[config.mk]
export PLATFORM = sky130hd
export DESIGN_NAME = adcsnap_capture_ctrl
export DESIGN_NICKNAME = d
export VERILOG_FILES = /design/src/rtl/adcsnap_capture_ctrl.sv
export SDC_FILE = /design/constraint.sdc
export NUM_CORES = 1
export LEC_CHECK = 0
export CELL_PAD_IN_SITES_DETAIL_PLACEMENT = 0
export CELL_PAD_IN_SITES_GLOBAL_PLACEMENT = 1
export CORE_MARGIN = 2
export CORE_UTILIZATION = 34
export CTS_CLUSTER_SIZE = 16
export DETAILED_ROUTE_END_ITERATION = 16
export PLACE_DENSITY_LB_ADDON = 0.1
export SYNTH_ARGS = -nofsm -noshare
export SYNTH_HDL_FRONTEND = slang
export SYNTH_SLANG_ARGS = --single-unit
[constraint.sdc]
create_clock -name OPB_Clk -period 4.06 [get_ports OPB_Clk]
set_input_delay 1.015 -clock OPB_Clk [delete_from_list [all_inputs] [get_ports OPB_Clk]]
set_output_delay 1.015 -clock OPB_Clk [all_outputs]
set_load 0.05 [all_outputs]
[src/rtl/adcsnap_capture_ctrl.sv]
`default_nettype none
// ============================================================================
// adcsnap_capture_ctrl: arm / trigger / skip sequencer that writes one ADC
// snapshot of 2**ADDR_W samples into BRAM.               Revision: 1.0
// ============================================================================
module adcsnap_capture_ctrl #(
    parameter int ADDR_W = 10,
    parameter int DATA_W = 32
) (
    input  logic              OPB_Clk,
    input  logic              OPB_Rst,
    input  logic [31:0]       ctrl,
    input  logic [31:0]       offset,
    input  logic              trig,
    input  logic              din_valid,
    input  logic [DATA_W-1:0] din,
    output logic [ADDR_W-1:0] bram_addr,
    output logic [DATA_W-1:0] bram_data,
    output logic              bram_we,
    output logic [31:0]       status
);

    typedef enum logic [1:0] {
        S_IDLE    = 2'd0,
        S_ARMED   = 2'd1,
        S_SKIP    = 2'd2,
        S_CAPTURE = 2'd3
    } state_e;

    localparam logic [ADDR_W:0] CNT_ONE  = {{ADDR_W{1'b0}}, 1'b1};
    localparam logic [ADDR_W:0] CNT_LAST = {1'b0, {ADDR_W{1'b1}}};

    state_e            state_q;
    logic              arm_q;
    logic              done_q;
    logic [ADDR_W:0]   count_q;
    logic [31:0]       skip_q;
    logic              bram_we_q;
    logic [ADDR_W-1:0] bram_addr_q;
    logic [DATA_W-1:0] bram_data_q;
    logic [31:0]       status_q;
    logic [31:0]       status_d;

    logic arm_edge;
    logic acc;
    logic trig_any;
    logic unused_ctrl;

    assign arm_edge    = ctrl[0] & ~arm_q;
    assign acc         = din_valid | ctrl[2];
    assign trig_any    = trig | ctrl[1];
    assign unused_ctrl = ^ctrl[31:3];

    // Count sits in the low bits; state/busy/done occupy the top nibble.
    always_comb begin
        status_d           = '0;
        status_d[31]       = done_q;
        status_d[30]       = (state_q != S_IDLE);
        status_d[29:28]    = state_q;
        status_d[ADDR_W:0] = count_q;
    end

    always_ff @(posedge OPB_Clk or posedge OPB_Rst) begin
        if (OPB_Rst) begin
            state_q     <= S_IDLE;
            arm_q       <= 1'b0;
            done_q      <= 1'b0;
            count_q     <= '0;
            skip_q      <= '0;
            bram_we_q   <= 1'b0;
            bram_addr_q <= '0;
            bram_data_q <= '0;
            status_q    <= '0;
        end else begin
            arm_q     <= ctrl[0];
            bram_we_q <= 1'b0;
            status_q  <= status_d;

            // A fresh arm edge wins over everything, including a pending write.
            if (arm_edge) begin
                state_q <= S_ARMED;
                count_q <= '0;
                done_q  <= 1'b0;
            end else begin
                case (state_q)
                    S_IDLE: begin
                    end
                    S_ARMED: begin
                        if (trig_any) begin
                            skip_q  <= offset;
                            state_q <= (offset == 32'd0) ? S_CAPTURE : S_SKIP;
                        end
                    end
                    S_SKIP: begin
                        if (acc) begin
                            skip_q <= skip_q - 32'd1;
                            if (skip_q == 32'd1) begin
                                state_q <= S_CAPTURE;
                            end
                        end
                    end
                    S_CAPTURE: begin
                        if (acc) begin
                            bram_we_q   <= 1'b1;
                            bram_addr_q <= count_q[ADDR_W-1:0];
                            bram_data_q <= din;
                            count_q     <= count_q + CNT_ONE;
                            if (count_q == CNT_LAST) begin
                                state_q <= S_IDLE;
                                done_q  <= 1'b1;
                            end
                        end
                    end
                    default: state_q <= S_IDLE;
                endcase
            end
        end
    end

    assign bram_we   = bram_we_q;
    assign bram_addr = bram_addr_q;
    assign bram_data = bram_data_q;
    assign status    = status_q;

endmodule
`default_nettype wire

==> impl_metrics.tcl <==
set metrics [dict create \
    skew_ns 0.0121 \
    cts_sinks 105 \
    worstSetupPathType "in -> reg" \
    syn_area_per_cell_um2 10.6 \
    async_flop_share_pct 100 \
    p_clk_share_pct 16.7 \
    viasPerCell 5.25 \
    setup_tns_ns 0 \
    worstSetupEndpointType "flip-flop" \
    ant_nets 0 \
    port_buffers 128 \
    critPathBufInv 2 \
    worst_slew_pin_slew_ns 0.982 \
    grt_pass1_wl_um 20600 \
    drive_above_1_share_pct 12.6 \
    slew_headroom_pct 34.4 \
    die_area_mm2 0.0159 \
    cts_tree "done" \
    wl_per_cell_um 16.6 \
    period_share_pct 71.7 \
    p_sw_mw 2.28 \
    maxSlewViolCount 0 \
    dieHeight_um 126 \
    cpPeakStageDelay_ns 0.58 \
    grt_pass1_vias 3869 \
    coreArea_mm2 0.0145 \
    routabilityCongestion 0.784 \
    clockBufferDepth 2 \
    r2r_start "state_q[1]" \
    vias 4130 \
    grt_max_degree 69 \
    antenna_found_initial 0 \
    cts_buffers 9 \
    fin_util_pct 46.8 \
    ys_seq_area_share_pct 51.9 \
    worstHoldPathCells 0 \
    arrival_ns 3.17 \
    dpl_worst_slack_ns 0.779 \
    final_nets 706 \
    cts_hold_buf 0 \
    syn_area_mm2 0.00506 \
    grt_remaining_overflow 0 \
    cts_root_buf "clkbuf_16" \
    crit_chain "clkdlybuf4s50_1 > nor2b_1 > or4b_1 > buf_4 > or4_1 > o211ai_1" \
    vdd_drop_max_v 0.000273 \
    reg2reg_to "skip_q[31]" \
    status "completed" \
    worstRegToRegCells 7 \
    p_per_area_mw_per_mm2 760 \
    drt_drc_violations_left 0 \
    min_path_type "reg -> reg" \
    min_from "done_q" \
    combPwrFrac_pct 49.3 \
    htree_levels 3 \
    setup_slack_ns 1.15 \
    yosysUniqueCellTypes 53 \
    cts_resized 0 \
    diodes 0 \
    setup_viol 0 \
    min_period_ns 2.91 \
    yosysWarnings 0 \
    fmax_ghz 0.344 \
    required_ns 4.32 \
    start_kind "primary input" \
    synth_seq_cells 105 \
    netlist_instances 478 \
    crit_family "simple AND/OR/NAND/NOR gates" \
    cp_slowest_cell "or4b_1" \
    dp_hpwl_um 9070 \
    firstDrtPassIters 4 \
    rows 44 \
    post-cts-setup-buffer-count 0 \
    whs_endpoint "status[31]" \
    pin_count 175 \
    power.leakage_nw 2.73 \
    path_depth 6 \
    pwr-share-seq_pct 33.9 \
    p_int_mw 2.89 \
    synth_top_area_cell "dfrtp_1" \
    grt_usage_pct 16.1 \
    drt_iter0_drc 217 \
    hold_violations 0 \
    synth_edf_count 0 \
    synth_top_area_share_pct 51.9 \
    p_total_mw 5.17 \
    p_sw_share_pct 44.1 \
    regToRegSetupSlack_ns 1.37 \
    ys_top_cells_by_area "dfrtp_1, mux2_2, a21oi_1, nor2_1, buf_4" \
    wl_um 13100 \
    syn2layout_area_growth_pct 34.4 \
    crit_fanout 38 \
    die_w_um 126 \
    clkTransAtPathRegs_ns 0.07 \
    synth-main-ff-cell "dfrtp_1" \
    clock_latency_ns 0.34 \
    rsz0062_at_grt "no" \
    start_util_pct 34.8 \
    drv_cap 0 \
]
==> placed cells by master, fill, tap and decap left out, drive strengths merged, types with 2 or more instances in the layout <==
| cell type | synthesis | routed |
|---|---|---|
| dfrtp | 105 | 105 |
| o22a | 7 | 7 |
| o21ai | 17 | 17 |
| o22ai | 9 | 9 |
| o41ai | 2 | 2 |
| nand2 | 34 | 34 |
| xor2 | 6 | 6 |
| or3 | 8 | 8 |
| o311ai | 3 | 3 |
| or4 | 8 | 8 |
| a21oi | 35 | 35 |
| nand3 | 8 | 8 |
| nor2 | 35 | 35 |
| nand4 | 12 | 12 |
| o31ai | 2 | 2 |
| mux2 | 42 | 42 |
| and3 | 6 | 6 |
| nor4 | 15 | 15 |
| nor2b | 3 | 3 |
| nor4b | 2 | 2 |
| ha | 8 | 8 |
| inv | 7 | 10 |
| mux2i | 3 | 3 |
| a2bb2oi | 12 | 12 |
| o2bb2ai | 2 | 2 |
| a31oi | 4 | 4 |
| nor3 | 14 | 14 |
| buf | 19 | 8 |
| xnor2 | 3 | 3 |
| clkdlybuf4s50 | 0 | 128 |
| o21a | 3 | 3 |
| nor3b | 4 | 4 |
| clkbuf | 24 | 11 |
| conb | 1 | 17 |
| o211ai | 3 | 3 |
==> flip-flops by register name (all words and copies together) (netlist names) <==
signal     count
bram_we        1
status        15
arm_q          1
bram_data     32
state_q        2
skip_q        32
count_q       11
done_q         1
bram_addr     10
==> area by class of cell <==
cell class	count	area [um2]
inverters	7	28.8
clock inverters	5	42.5
multi-input cells	339	2260
fillers	1372	7730
well taps	184	230
repair buffers	136	1350
clock buffers	11	253
flip-flops and latches	105	2630
==> cell families after synthesis <==
family | count (synthesis) | synth area share (%)
buf+inv | 50 | 5.00
mux | 45 | 9.94
simple gates | 155 | 16.0
xor+xnor | 9 | 1.56
fa+ha+maj | 8 | 1.98
other cells | 1 | 0.0741
compound gates | 105 | 13.5
flops | 105 | 51.9
==> power groups by stage <==
| stage | clock, mW | sequential [mW] | combinational, mW |
|---|---|---|---|
| finish | 0.864 | 1.75 | 2.55 |
| global route | 0.938 | 1.81 | 2.73 |
| CTS | 0.898 | 1.75 | 2.58 |
| detailed placement | 0 | 1.77 | 2.57 |
| global placement | 0 | 1.75 | 2.53 |
| floorplan | 0 | 2.39 | 1.12 |
==> cells in the mapped netlist, drive strengths merged, types with 4 or more instances <==
library cell	instances
nor3	14
nor2	35
o22a	7
mux2	42
or4	8
nor4	15
xor2	6
dfrtp	105
a2bb2oi	12
and3	6
clkbuf	24
o22ai	9
nand4	12
ha	8
nand2	34
o21ai	17
nand3	8
nor3b	4
a31oi	4
inv	7
a21oi	35
or3	8
buf	19
==> worst max-delay path by stage <==
| stage | start | end | slack, ns |
|---|---|---|---|
| final | ctrl[0] | skip_q[31] | 1.15 |
| after global routing | ctrl[0] | skip_q[31] | 1.06 |
| after CTS | ctrl[0] | skip_q[31] | 1.14 |
| after detailed placement | ctrl[0] | skip_q[31] | 0.78 |
| after global placement | ctrl[0] | skip_q[31] | 0.82 |
| after floorplan | OPB_Rst | arm_q | 0.28 |
==> routing by layer <==
| layer | track usage, % | share of wire (%) | up-vias |
|---|---|---|---|
| li1 | - | - | 1965 |
| met4 | 5.24 | 1.2 | 0 |
| met5 | 0 | 0 | - |
| met3 | 3.19 | 5.8 | 8 |
| met1 | 23.0 | 47 | 2013 |
| met2 | 24.6 | 46 | 144 |
==> through the flow <==
| stage | cell area, um2 | hold slack (ns) | instances |
|---|---|---|---|
| 6_report | 6800 | 0.379 | 787 |
| 5_1_grt | 6800 | 0.393 | 787 |
| 4_1_cts | 6800 | 0.381 | 787 |
| 3_5_place_dp | 6500 | 0.368 | 771 |
| 3_3_place_gp | 6500 | 0.368 | 771 |
| 2_1_floorplan | 5120 | 0.354 | 494 |
(Power assumes the default switching activity.)
